===== src/rtl/event_collector.sv =====
// Per-channel event capture with timestamped pending slots,
// round-robin merge into a first-word-fall-through record FIFO.
module event_collector #(
   parameter  int NUM_UNITS  = 4,
   parameter  int EVT_W      = 2,
   parameter  int TS_W       = 16,
   parameter  int FIFO_DEPTH = 16,
   localparam int CH_W       = (NUM_UNITS > 1) ? $clog2(NUM_UNITS) : 1,
   localparam int REC_W      = TS_W + CH_W + EVT_W,
   localparam int CNT_W      = $clog2(FIFO_DEPTH) + 1
) (
   input  logic                       clk,
   input  logic                       rst_n,
   input  logic                       en,
   input  logic                       sample_strobe,
   input  logic [EVT_W*NUM_UNITS-1:0] event_in_array,
   output logic                       rd_valid,
   input  logic                       rd_ready,
   output logic [REC_W-1:0]           rd_data,
   output logic [CNT_W-1:0]           fifo_count,
   output logic [15:0]                overflow_count,
   input  logic                       clr_overflow,
   output logic [TS_W-1:0]            ts_now
);

   localparam int AW = $clog2(FIFO_DEPTH);

   logic [EVT_W-1:0] lane     [NUM_UNITS];
   logic [EVT_W-1:0] prev     [NUM_UNITS];
   logic [EVT_W-1:0] slot_evt [NUM_UNITS];
   logic [TS_W-1:0]  slot_ts  [NUM_UNITS];
   logic [NUM_UNITS-1:0] slot_v;
   logic [NUM_UNITS-1:0] new_ev;
   logic [NUM_UNITS-1:0] drop;
   logic [NUM_UNITS-1:0] clr;

   logic [CH_W-1:0]  ptr;
   logic [CH_W-1:0]  gnt_ch;
   logic             gnt_v;
   logic             push;
   logic             pop;
   logic [6:0]       ndrop;
   logic [16:0]      ovf_sum;

   logic [REC_W-1:0] mem [FIFO_DEPTH];
   logic [AW-1:0]    wp;
   logic [AW-1:0]    rp;
   logic [CNT_W-1:0] cnt;

   always_comb begin
      for (int k = 0; k < NUM_UNITS; k++) begin
         lane[k] = event_in_array[EVT_W*k +: EVT_W];
      end
   end

   // Search starts one past the last grant so every channel gets a turn.
   always_comb begin
      int j;
      j      = 0;
      gnt_v  = 1'b0;
      gnt_ch = '0;
      for (int i = 1; i <= NUM_UNITS; i++) begin
         j = int'(ptr) + i;
         if (j >= NUM_UNITS) j = j - NUM_UNITS;
         if (!gnt_v && slot_v[j]) begin
            gnt_v  = 1'b1;
            gnt_ch = CH_W'(j);
         end
      end
   end

   assign push = gnt_v && (cnt < CNT_W'(FIFO_DEPTH));
   assign pop  = rd_valid && rd_ready;

   always_comb begin
      ndrop = '0;
      for (int k = 0; k < NUM_UNITS; k++) begin
         new_ev[k] = en && (lane[k] != '0) && (lane[k] != prev[k]);
         clr[k]    = push && (gnt_ch == CH_W'(k));
         drop[k]   = new_ev[k] && slot_v[k] && !clr[k];
         ndrop     = ndrop + 7'(drop[k]);
      end
   end

   assign ovf_sum = {1'b0, overflow_count} + 17'(ndrop);

   always_ff @(posedge clk or negedge rst_n) begin
      if (!rst_n) begin
         ts_now         <= '0;
         overflow_count <= '0;
         ptr            <= CH_W'(NUM_UNITS - 1);
         slot_v         <= '0;
         for (int k = 0; k < NUM_UNITS; k++) begin
            prev[k]     <= '0;
            slot_evt[k] <= '0;
            slot_ts[k]  <= '0;
         end
      end else begin
         if (en && sample_strobe) ts_now <= ts_now + 1'b1;
         if (clr_overflow)        overflow_count <= '0;
         else if (ovf_sum[16])    overflow_count <= 16'hFFFF;
         else                     overflow_count <= ovf_sum[15:0];
         if (push) ptr <= gnt_ch;
         for (int k = 0; k < NUM_UNITS; k++) begin
            prev[k] <= lane[k];
            if (new_ev[k] && (clr[k] || !slot_v[k])) begin
               slot_v[k]   <= 1'b1;
               slot_evt[k] <= lane[k];
               slot_ts[k]  <= ts_now;
            end else if (clr[k]) begin
               slot_v[k]   <= 1'b0;
            end
         end
      end
   end

   always_ff @(posedge clk) begin
      if (push) mem[wp] <= {slot_ts[gnt_ch], gnt_ch, slot_evt[gnt_ch]};
   end

   always_ff @(posedge clk or negedge rst_n) begin
      if (!rst_n) begin
         wp  <= '0;
         rp  <= '0;
         cnt <= '0;
      end else begin
         if (push) wp <= wp + 1'b1;
         if (pop)  rp <= rp + 1'b1;
         unique case ({push, pop})
            2'b10:   cnt <= cnt + 1'b1;
            2'b01:   cnt <= cnt - 1'b1;
            default: cnt <= cnt;
         endcase
      end
   end

   assign rd_valid   = (cnt != '0);
   assign rd_data    = rd_valid ? mem[rp] : '0;
   assign fifo_count = cnt;

endmodule


===== config.mk =====
export PLATFORM = sky130hd
export DESIGN_NAME = event_collector
export DESIGN_NICKNAME = d
export VERILOG_FILES = /design/src/rtl/event_collector.sv
export SDC_FILE = /design/constraint.sdc
export NUM_CORES = 1
export LEC_CHECK = 0
export ABC_CLOCK_PERIOD_IN_PS = 7500
export CAP_MARGIN = 20
export CORE_MARGIN = 2
export CORE_UTILIZATION = 55
export DETAILED_ROUTE_END_ITERATION = 16
export PLACE_DENSITY = 0.73
export SYNTH_ARGS = -nofsm -noshare
export SYNTH_HDL_FRONTEND = slang
export SYNTH_SLANG_ARGS = --single-unit

===== constraint.sdc =====
create_clock -name clk -period 7.5 [get_ports clk]
set_clock_uncertainty 0.05 [all_clocks]
set_input_delay 1.5 -clock clk [delete_from_list [all_inputs] [get_ports clk]]
set_output_delay 1.5 -clock clk [all_outputs]
set_load 0.02 [all_outputs]

==> metrics.cfg <==
[route]
firstDrtPassIters=5
final_antenna_net_count=0
wl_met1_um=15900
top_layer=met4
drt-wirelength-per-cell_um=23.3
dr_wl_met2_um=18500
vias=9302
post_drt_via_cell_ratio=5.89
drc=0
drtIter0Drc=671
routed_wirelength_um=36800
wl_met3_um=1820

[global_route]
antenna_found_initial=0
grt_pass1_vias=9624
grtUsageTotal_pct=21.4
grt_overflow_total=0
grt_max_degree=70
grt_pass1_wl_um=56900

[flow_run]
cap_viol_max_count=0

[setup_path]
slowest_delay_ns=1.03
end_kind=output pin
cp_data_arrival_time_ns=3.98
startpoint=rp[0]$_DFFE_PN0P_
crit_required_ns=5.95
crit_path_start_kind=flip-flop
worstPathCellList=buf_4, mux4_2, mux4_2, nor2b_1, clkdlybuf4s50_1
critical-path-slowest-cell=dfrtp_4
critPathKind=flip-flop to output pin
critPathMaxFanout=47
cpMostUsedCell=mux4_2
rr_startpoint=ptr[1]$_DFFE_PN1P_

[clock_tree]
cts_resized=0
post_cts_buffers=0
max-clock-path-buffers=3
ctsHoldBuffers=0
cts_made_buffers=45
cts.htree.levels=2
clkTransAtPathRegs_ns=0.06
cts_tree=yes
cts-root-buf=clkbuf_16
clkLatencyLatePin_ns=0.54
clkSinkCount=451

[sta]
setup_ws_ns=1.97
drv_slew=0
hold_viol=0
tightestPinTransition_ns=0.961
max_slew_margin_pct=35.9
post-route-period-util_pct=73.8
min_period_ns=5.53
fmax_mhz=181
rsz0062_at_grt=no
finalSetupViolCount=0
finalSetupTns_ns=0

[logic_synthesis]
syn_area_um2=18500
synth_area_leaders=edfxtp_1 (52%), dfrtp_1 (17%), mux4_2 (12%), mux2_2 (3.7%), mux2i_1 (3.0%)
synthCells=991
synth-seq-area-share_pct=69.6
synth-main-ff-cell=edfxtp_1
synth_cell_types=56
synth_nets=1020
yosysWarnings=0
synth_edf_count=320
ys_ff_latch=451
synthTopCellsByCount=edfxtp_1 (320), dfrtp_1 (129), mux4_2 (100)
syn_avg_cell_area_um2=18.7
synth.most_common_cell=edfxtp_1
postSynth.asyncResetShare_pct=29.0
synth_top_area_share_pct=51.9
yosysTopAreaCell=edfxtp_1

[power_and_ir_drop]
p_int_mw=6.01
switchingPower_mw=2.82
power_frac_comb_pct=33.6
pwr-share-clk_pct=24.4
sw_frac_of_total_pct=31.9
power.share.sequential_pct=41.9
p_leak_nw=7.93
power_density_nw_per_um2=414
ir_worst_vdd_uv=317

[placement]
gp_congestion=0.764
hpwl_um=20500
pre_cts_slack_ns=2.41
dpl-instance-area_um2=19900
port_buffers=71

[cells_and_area]
drive_above_1_share_pct=27.7
final_area_um2=21300
antenna_cells=0
area_delta_synth_final_pct=15.2
finalNetCount=1125
final_util_pct=64.0

[hold_path]
holdCritStartpoint=slot_ts[49]$_DFFE_PN0P_
min_path_type=flip-flop to flip-flop

[run_status]
status=completed

[die]
coreArea_um2=33400
die_width_um=187
row_count=67
fp.dieH_um=187
io-pin-count=72
dieArea_um2=35200
start_util_pct=55.5

stage by stage:
step	total power, mW	hold slack [ns]	cells
final	8.83	0.448	1578
after global routing	9.21	0.458	1578
after CTS	8.87	0.443	1569
after detailed placement	6.71	0.430	1488
after global placement	6.62	0.417	1486
after floorplan	5.67	0.407	991
layout make-up:
cell class / instances / area [µm²]
clock buffer: 63 / 1230
clock inverter: 18 / 173
fill: 2386 / 12000
timing repair buffer: 105 / 967
inverter: 18 / 67.6
multi-input combinational: 475 / 5440
sequential: 451 / 12900
tap: 448 / 561
critical path: cells and delay by family, from the launching register on:
kind	cells	cell delay [ns]
flip-flops	1	1.03
multiplexers	2	1.09
AND/OR/NAND/NOR	1	0.15
buffers and inverters	2	1.09
sequential cells by signal, summed over array words and instances (netlist names):
register,cells
slot_evt,8
slot_ts,64
overflow_count,16
ptr,2
mem,320
wp,4
slot_v,4
rp,4
prev,8
ts_now,16
fifo_count,5
logic make-up (layout without fill, tap and decap cells):
| kind of cell | after synthesis | count (layout) | synth area share [%] |
|---|---|---|---|
| muxes | 230 | 230 | 19.9 |
| adders and majority gates | 15 | 15 | 1.18 |
| xor gates and xnor gates | 35 | 35 | 1.66 |
| DFF | 451 | 451 | 69.6 |
| buffers and inverters | 65 | 204 | 1.59 |
| and+or+nand+nor | 138 | 138 | 3.86 |
| AOI/OAI and AO/OA | 57 | 57 | 2.23 |
power groups by stage:
stage          Clock (mW)  Combinational [mW]  Sequential [mW]
6_report             2.16                2.97             3.70
5_1_grt              2.28                3.18             3.76
3_5_place_dp            0                2.95             3.76
4_1_cts              2.18                2.97             3.72
2_1_floorplan           0                2.11             3.56
3_3_place_gp            0                2.88             3.74
worst paths after layout:
path / slack [ns] / endpoint / cells past startpoint
max: 1.97 / rd_data[13] / 5
min: 0.45 / slot_ts[49]$_DFFE_PN0P_ / 1
max reg2reg: 3.40 / overflow_count[1]$_DFF_PN0_ / 14
min reg2reg: 0.45 / slot_ts[49]$_DFFE_PN0P_ / 1
max in group asynchronous: 5.27 / slot_ts[25]$_DFFE_PN0P_ / 2
min in group asynchronous: 0.91 / overflow_count[9]$_DFF_PN0_ / 1
layer usage:
layer | track usage, % | up-vias
li1 | - | 4083
met1 | 30.3 | 4874
met2 | 36.2 | 285
met3 | 2.77 | 60
met4 | 5.12 | 0
met5 | 0 | -
cells in the final DEF, fill, tap and decap left out, types with 12 or more instances in the layout:
master / synthesis / routed
buf_4: 2 / 34
nand2_1: 33 / 33
clkdlybuf4s50_1: 0 / 70
inv_1: 17 / 17
mux2i_1: 56 / 56
dfrtp_1: 129 / 127
edfxtp_1: 320 / 320
a21oi_1: 22 / 22
mux4_2: 100 / 100
clkbuf_16: 0 / 45
nor2_4: 1 / 12
clkbuf_1: 25 / 14
mux2_2: 61 / 61
nor2b_1: 23 / 23
xnor2_1: 22 / 22
xor2_1: 13 / 13
No activity file was read; power rests on OpenSTA's default activity.
